===== config.mk =====
export PLATFORM = sky130hd
export DESIGN_NAME = pb_iteration_counter
export DESIGN_NICKNAME = d
export VERILOG_FILES = /design/src/rtl/pb_iteration_counter.sv
export SDC_FILE = /design/constraint.sdc
export NUM_CORES = 1
export LEC_CHECK = 0
export CAP_MARGIN = 20
export CORE_ASPECT_RATIO = 0.9
export CORE_MARGIN = 1.5
export CORE_UTILIZATION = 59
export CTS_CLUSTER_SIZE = 12
export DETAILED_ROUTE_END_ITERATION = 6
export GPL_TIMING_DRIVEN = 0
export PLACE_DENSITY_LB_ADDON = 0.15
export SLEW_MARGIN = 20
export SYNTH_ARGS = -nofsm -noshare
export SYNTH_HDL_FRONTEND = slang
export SYNTH_SLANG_ARGS = --single-unit

===== constraint.sdc =====
create_clock -name clk -period 11.8 [get_ports clk]
set_input_delay 2.36 -clock clk [delete_from_list [all_inputs] [get_ports clk]]
set_output_delay 2.36 -clock clk [all_outputs]
set_load 0.05 [all_outputs]

===== src/rtl/pb_iteration_counter.sv =====
// Loop iteration counter: walks a signed iteration variable from lb toward ub by stride,
// with stall/abort control and a one-cycle done pulse. iv_out is zero outside RUN.
module pb_iteration_counter #(
  parameter int ITERATION_VARIABLE_WIDTH = 16
) (
  input  logic                                       clk,
  input  logic                                       rst_n,
  input  logic                                       cfg_we,
  input  logic signed [ITERATION_VARIABLE_WIDTH-1:0] cfg_lb,
  input  logic signed [ITERATION_VARIABLE_WIDTH-1:0] cfg_ub,
  input  logic signed [ITERATION_VARIABLE_WIDTH-1:0] cfg_stride,
  input  logic                                       start,
  input  logic                                       stall,
  input  logic                                       abort,
  output logic signed [ITERATION_VARIABLE_WIDTH-1:0] iv_out,
  output logic                                       iv_valid,
  output logic                                       busy,
  output logic                                       done,
  output logic                                       cfg_err
);

  localparam int W = ITERATION_VARIABLE_WIDTH;

  typedef enum logic [1:0] {
    ST_IDLE = 2'd0,
    ST_RUN  = 2'd1,
    ST_DONE = 2'd2
  } state_t;

  state_t               r_state;
  logic signed [W-1:0]  r_cfg_lb;
  logic signed [W-1:0]  r_cfg_ub;
  logic signed [W-1:0]  r_cfg_stride;
  logic signed [W-1:0]  r_iv;

  // Step is evaluated one bit wider so overflow is detected rather than wrapped.
  logic signed [W:0]    w_next;
  logic signed [W:0]    w_ub_ext;
  logic                 w_overflow;
  logic                 w_past_ub;
  logic                 w_last;

  assign w_next     = {r_iv[W-1], r_iv} + {r_cfg_stride[W-1], r_cfg_stride};
  assign w_ub_ext   = {r_cfg_ub[W-1], r_cfg_ub};
  assign w_overflow = w_next[W] ^ w_next[W-1];
  assign w_past_ub  = r_cfg_stride[W-1] ? (w_next < w_ub_ext) : (w_next > w_ub_ext);
  assign w_last     = w_overflow | w_past_ub;

  logic w_stride_zero;
  logic w_stride_pos;
  logic w_stride_neg;
  logic w_cfg_illegal;

  assign w_stride_zero = (cfg_stride == '0);
  assign w_stride_neg  = cfg_stride[W-1];
  assign w_stride_pos  = !w_stride_zero && !w_stride_neg;
  assign w_cfg_illegal = w_stride_zero
                       | (w_stride_pos && (cfg_lb > cfg_ub))
                       | (w_stride_neg && (cfg_lb < cfg_ub));

  // NOTE: all state and outputs are updated with non-blocking assignments in one
  // clocked block, so every output is a register and reset clears them without a clock.
  always_ff @(posedge clk or negedge rst_n) begin
    if (!rst_n) begin
      r_state      <= ST_IDLE;
      r_cfg_lb     <= '0;
      r_cfg_ub     <= '0;
      r_cfg_stride <= '0;
      r_iv         <= '0;
      iv_out       <= '0;
      iv_valid     <= 1'b0;
      busy         <= 1'b0;
      done         <= 1'b0;
      cfg_err      <= 1'b1;
    end else begin
      case (r_state)
        ST_IDLE: begin
          done <= 1'b0;
          if (cfg_we) begin
            r_cfg_lb     <= cfg_lb;
            r_cfg_ub     <= cfg_ub;
            r_cfg_stride <= cfg_stride;
            cfg_err      <= w_cfg_illegal;
          end
          // Start sees the configuration already registered, never the one arriving now.
          if (start && !abort && !cfg_err) begin
            r_state  <= ST_RUN;
            r_iv     <= r_cfg_lb;
            iv_out   <= r_cfg_lb;
            iv_valid <= 1'b1;
            busy     <= 1'b1;
          end
        end

        ST_RUN: begin
          if (abort) begin
            r_state  <= ST_IDLE;
            r_iv     <= '0;
            iv_out   <= '0;
            iv_valid <= 1'b0;
            busy     <= 1'b0;
            done     <= 1'b0;
          end else if (!stall) begin
            if (w_last) begin
              r_state  <= ST_DONE;
              r_iv     <= '0;
              iv_out   <= '0;
              iv_valid <= 1'b0;
              done     <= 1'b1;
            end else begin
              r_iv   <= w_next[W-1:0];
              iv_out <= w_next[W-1:0];
            end
          end
        end

        ST_DONE: begin
          // The done pulse already on the output completes regardless of abort.
          r_state  <= ST_IDLE;
          iv_out   <= '0;
          iv_valid <= 1'b0;
          busy     <= 1'b0;
          done     <= 1'b0;
        end

        default: begin
          r_state  <= ST_IDLE;
          r_iv     <= '0;
          iv_out   <= '0;
          iv_valid <= 1'b0;
          busy     <= 1'b0;
          done     <= 1'b0;
        end
      endcase
    end
  end

endmodule


==> results by group <==
Cells and area
  • Nets: 711
  • Post-Layout Cell Count: 727
  • N_diodes: 0
  • Area grow syn2layout: 21.6%
  • Layout cells sized above 1: 9.64%

GRT
  • First-pass GRT wire length: 22000 um
  • Largest net degree at the start of global routing: 51
  • Vias in the first global route: 4334
  • Total global-route track usage: 31.4%
  • GRT overflow: 0
  • Initial antenna violation count: 0

Timing
  • Setup TNS: 0 ps
  • Unrepaired setup endpoints after global routing: no
  • Tmin final: 4690 ps
  • Max frequency: 213 MHz
  • Final setup viols: 0
  • Max_slew headroom: 41.5%
  • Hold Fails Final Rpt: 0
  • Worst-margin pin slew: 870 ps
  • Clock skew: 9.07 ps
  • Tcrit/Tclk final: 39.8%
  • Slew Viols, Final: 0

Floorplanning
  • Die Width: 101 um
  • Starting Density: 62.1%
  • Die height: 91.0 um
  • Die footprint: 0.00918 mm^2
  • I/O pin count: 74
  • Row count: 31
  • Core area: 0.00818 mm^2

Status
  • Status: finished, final reports clean

Routing
  • Detailed Route WL: 13600 um
  • Via count: 4395
  • Drt first-iter violations: 250
  • Via density: 6.05
  • Wire per inst: 18.7 um
  • Post-route ant nets: 0
  • DRC viols: 0
  • TritonRoute pass-1 iters: 7

Pwr
  • Leak: 2.84 nW
  • Worst VDD drop: 0.000159 V
  • Pwr Density: 273 mW/mm^2

Yosys
  • Syn Area/Cell: 9.73 um^2
  • Synth Cell Area: 0.00508 mm^2
  • Seq/Total Area, Yosys: 41.9%
  • Most numerous cell in the Yosys netlist: dfrtp_1
  • Synthesis-stage register bit count: 85
  • Ys Warns: 0
  • EDFF count, synth: 0
  • Commonest cells in the netlist: dfrtp_1, inv_1, ha_1
  • Syn nets: 626
  • Yosys cell types: 53
  • Cells after synthesis: 522
  • Most common flop cell mapped by yosys: dfrtp_1
  • Async set-reset flop share out of synthesis: 100%
  • Area share of the leading cell type in the synthesized netlist: 41.4%
  • Cell taking the most area after synthesis: dfrtp_1
  • Area contributors post-synth: dfrtp_1, ha_1, mux2_2, inv_1, o21ai_0

Clock network
  • Post_cts resized: 0
  • Clock root buffer: clkbuf_8
  • # H-tree levels: 3
  • Post-CTS Repair Setup Buffers: 0
  • Hold-fix buffers at CTS: 0
  • Clock latency on the worst-skew pair: 370 ps
  • CTS tree: yes
  • Clk slew on worst S/H paths: 90 ps
  • Clock buffer depth: 2
  • Clock Sinks: 85
  • CTS Buf Count: 9

Setup path
  • Crit-path slowest cell: a211oi_1
  • R2R cell count: 19
  • Worst-path maximum fanout: 10
  • Crit path max-delay family: compound AO/OA/AOI/OAI gates
  • Crit start category: register
  • CP Class: reg2reg
  • CP required: 12100 ps
  • CP peak stage delay: 430 ps
  • Crit path buffers/inverters: 3
  • CP Cell Sequence: ha_1, inv_1, fa_1, nand2b_1, a211oi_1, o21ai_1, o21bai_1, o31a_1, xnor2_1, inv_1, ha_1, nand4_1, nor4_1, o31ai_1, nand4_1, nand3_1, nand3b_4, buf_2, o21ai_1
  • CP Capture Type: register
  • CP Depth: 19
  • Data arrival, critical path: 4990 ps

Placed design
  • Routability congestion estimate: 0.924
  • Hpwl dp: 10700 um
  • # placed instances: 711
  • I/O Buffers: 73

Min path
  • Worst min path class: reg2reg
  • WHS Path Cells: 2

Job
  • Max Cap Viol: 0
## path summary, 6_finish.rpt
check / from / endpoint / slack (ps)
min in group asynchronous: rst_n / r_cfg_lb[14]$_DFFE_PN0P_ / 1950
max in group asynchronous: rst_n / cfg_err$_DFFE_PN1P_ / 9180
min: iv_out[12]$_DFFE_PN0P_ / iv_out[12]$_DFFE_PN0P_ / 520
min reg2reg: iv_out[12]$_DFFE_PN0P_ / iv_out[12]$_DFFE_PN0P_ / 520
max: r_iv[0]$_DFFE_PN0P_ / r_iv[3]$_DFFE_PN0P_ / 7110
max reg2reg: r_iv[0]$_DFFE_PN0P_ / r_iv[3]$_DFFE_PN0P_ / 7110
## placed cells by master, fill, tap and decap left out, types with 9 or more instances in the layout
master | synthesis | routed
dfrtp_1 | 84 | 84
nand2_1 | 30 | 30
clkbuf_1 | 11 | 11
ha_1 | 49 | 49
a21oi_1 | 30 | 30
a22oi_1 | 24 | 24
nand3_1 | 9 | 9
o21ai_0 | 41 | 41
o21ai_1 | 21 | 21
clkdlybuf4s50_1 | 0 | 72
nor2_1 | 18 | 18
mux2_2 | 32 | 32
inv_1 | 59 | 59
clkbuf_8 | 0 | 9
nand4_1 | 9 | 9
## report_power, final
group,total [mW],switching (mW),internal (mW)
clock,0.211,0.112,0.0984
sequential,0.455,0.0676,0.387
combinational,1.02,0.623,0.397
total,1.69,0.802,0.883
## cell type report
type	count	area, um^2
Multi-Input combinational cell	360	2650
Sequential cell	85	2130
Fill cell	608	2010
Timing Repair Buffer	74	756
Inverter	59	221
Tap cell	115	144
Clock buffer	9	124
Buffer	18	81.3
Clock inverter	7	75.1
## per-stage QoR
stage	cell area [um^2]	utilization [%]	power, mW	setup WS, ps	hold slack, ps
3_3_place_gp	5950	72.8	1.41	5340	495
6_report	6180	75.5	1.69	7110	524
4_1_cts	6180	75.5	1.68	7210	527
5_1_grt	6180	75.5	1.80	6720	539
3_5_place_dp	5980	73.1	1.46	6960	508
2_1_floorplan	5080	-	1.16	7820	477
## sequential cells by signal, summed over array words and instances, names as in the netlist
signal        cells
busy              1
r_state           1
iv_out           16
r_cfg_lb         16
r_iv             16
done              1
iv_valid          1
r_cfg_ub         16
r_cfg_stride     16
cfg_err           1
## logic make-up after synthesis
group	after synthesis	share of synthesized area [%]
buffers and inverters	77	5.96
flip-flops	85	41.9
multiplexers	33	7.29
adder cells (fa/ha/maj)	50	12.5
XOR/XNOR	14	2.56
AND/OR/NAND/NOR	102	10.4
AO/OA/AOI/OAI	161	19.4
## layer usage
metal	wire length, um	part of all wire [%]	vias to the layer above	global-route usage [%]
li1	-	-	2048	-
met3	950	7.0	36	7.62
met4	556	4.1	0	13.6
met5	0	0	-	0
met1	5850	43	2126	42.1
met2	6240	46	185	48.1
## worst register-to-register path, cell delays in order (launching register included)
cell      delay (ps)
dfrtp_1          360
ha_1             200
inv_1             60
fa_1             390
nand2b_1         200
a211oi_1         430
o21ai_1          170
o21bai_1         260
o31a_1           190
xnor2_1          200
inv_1            100
ha_1             340
nand4_1          140
nor4_1           420
o31ai_1          230
nand4_1          150
nand3_1          110
nand3b_4         260
buf_2            250
o21ai_1          150
Note: power is estimated with default switching activity, not from simulation.
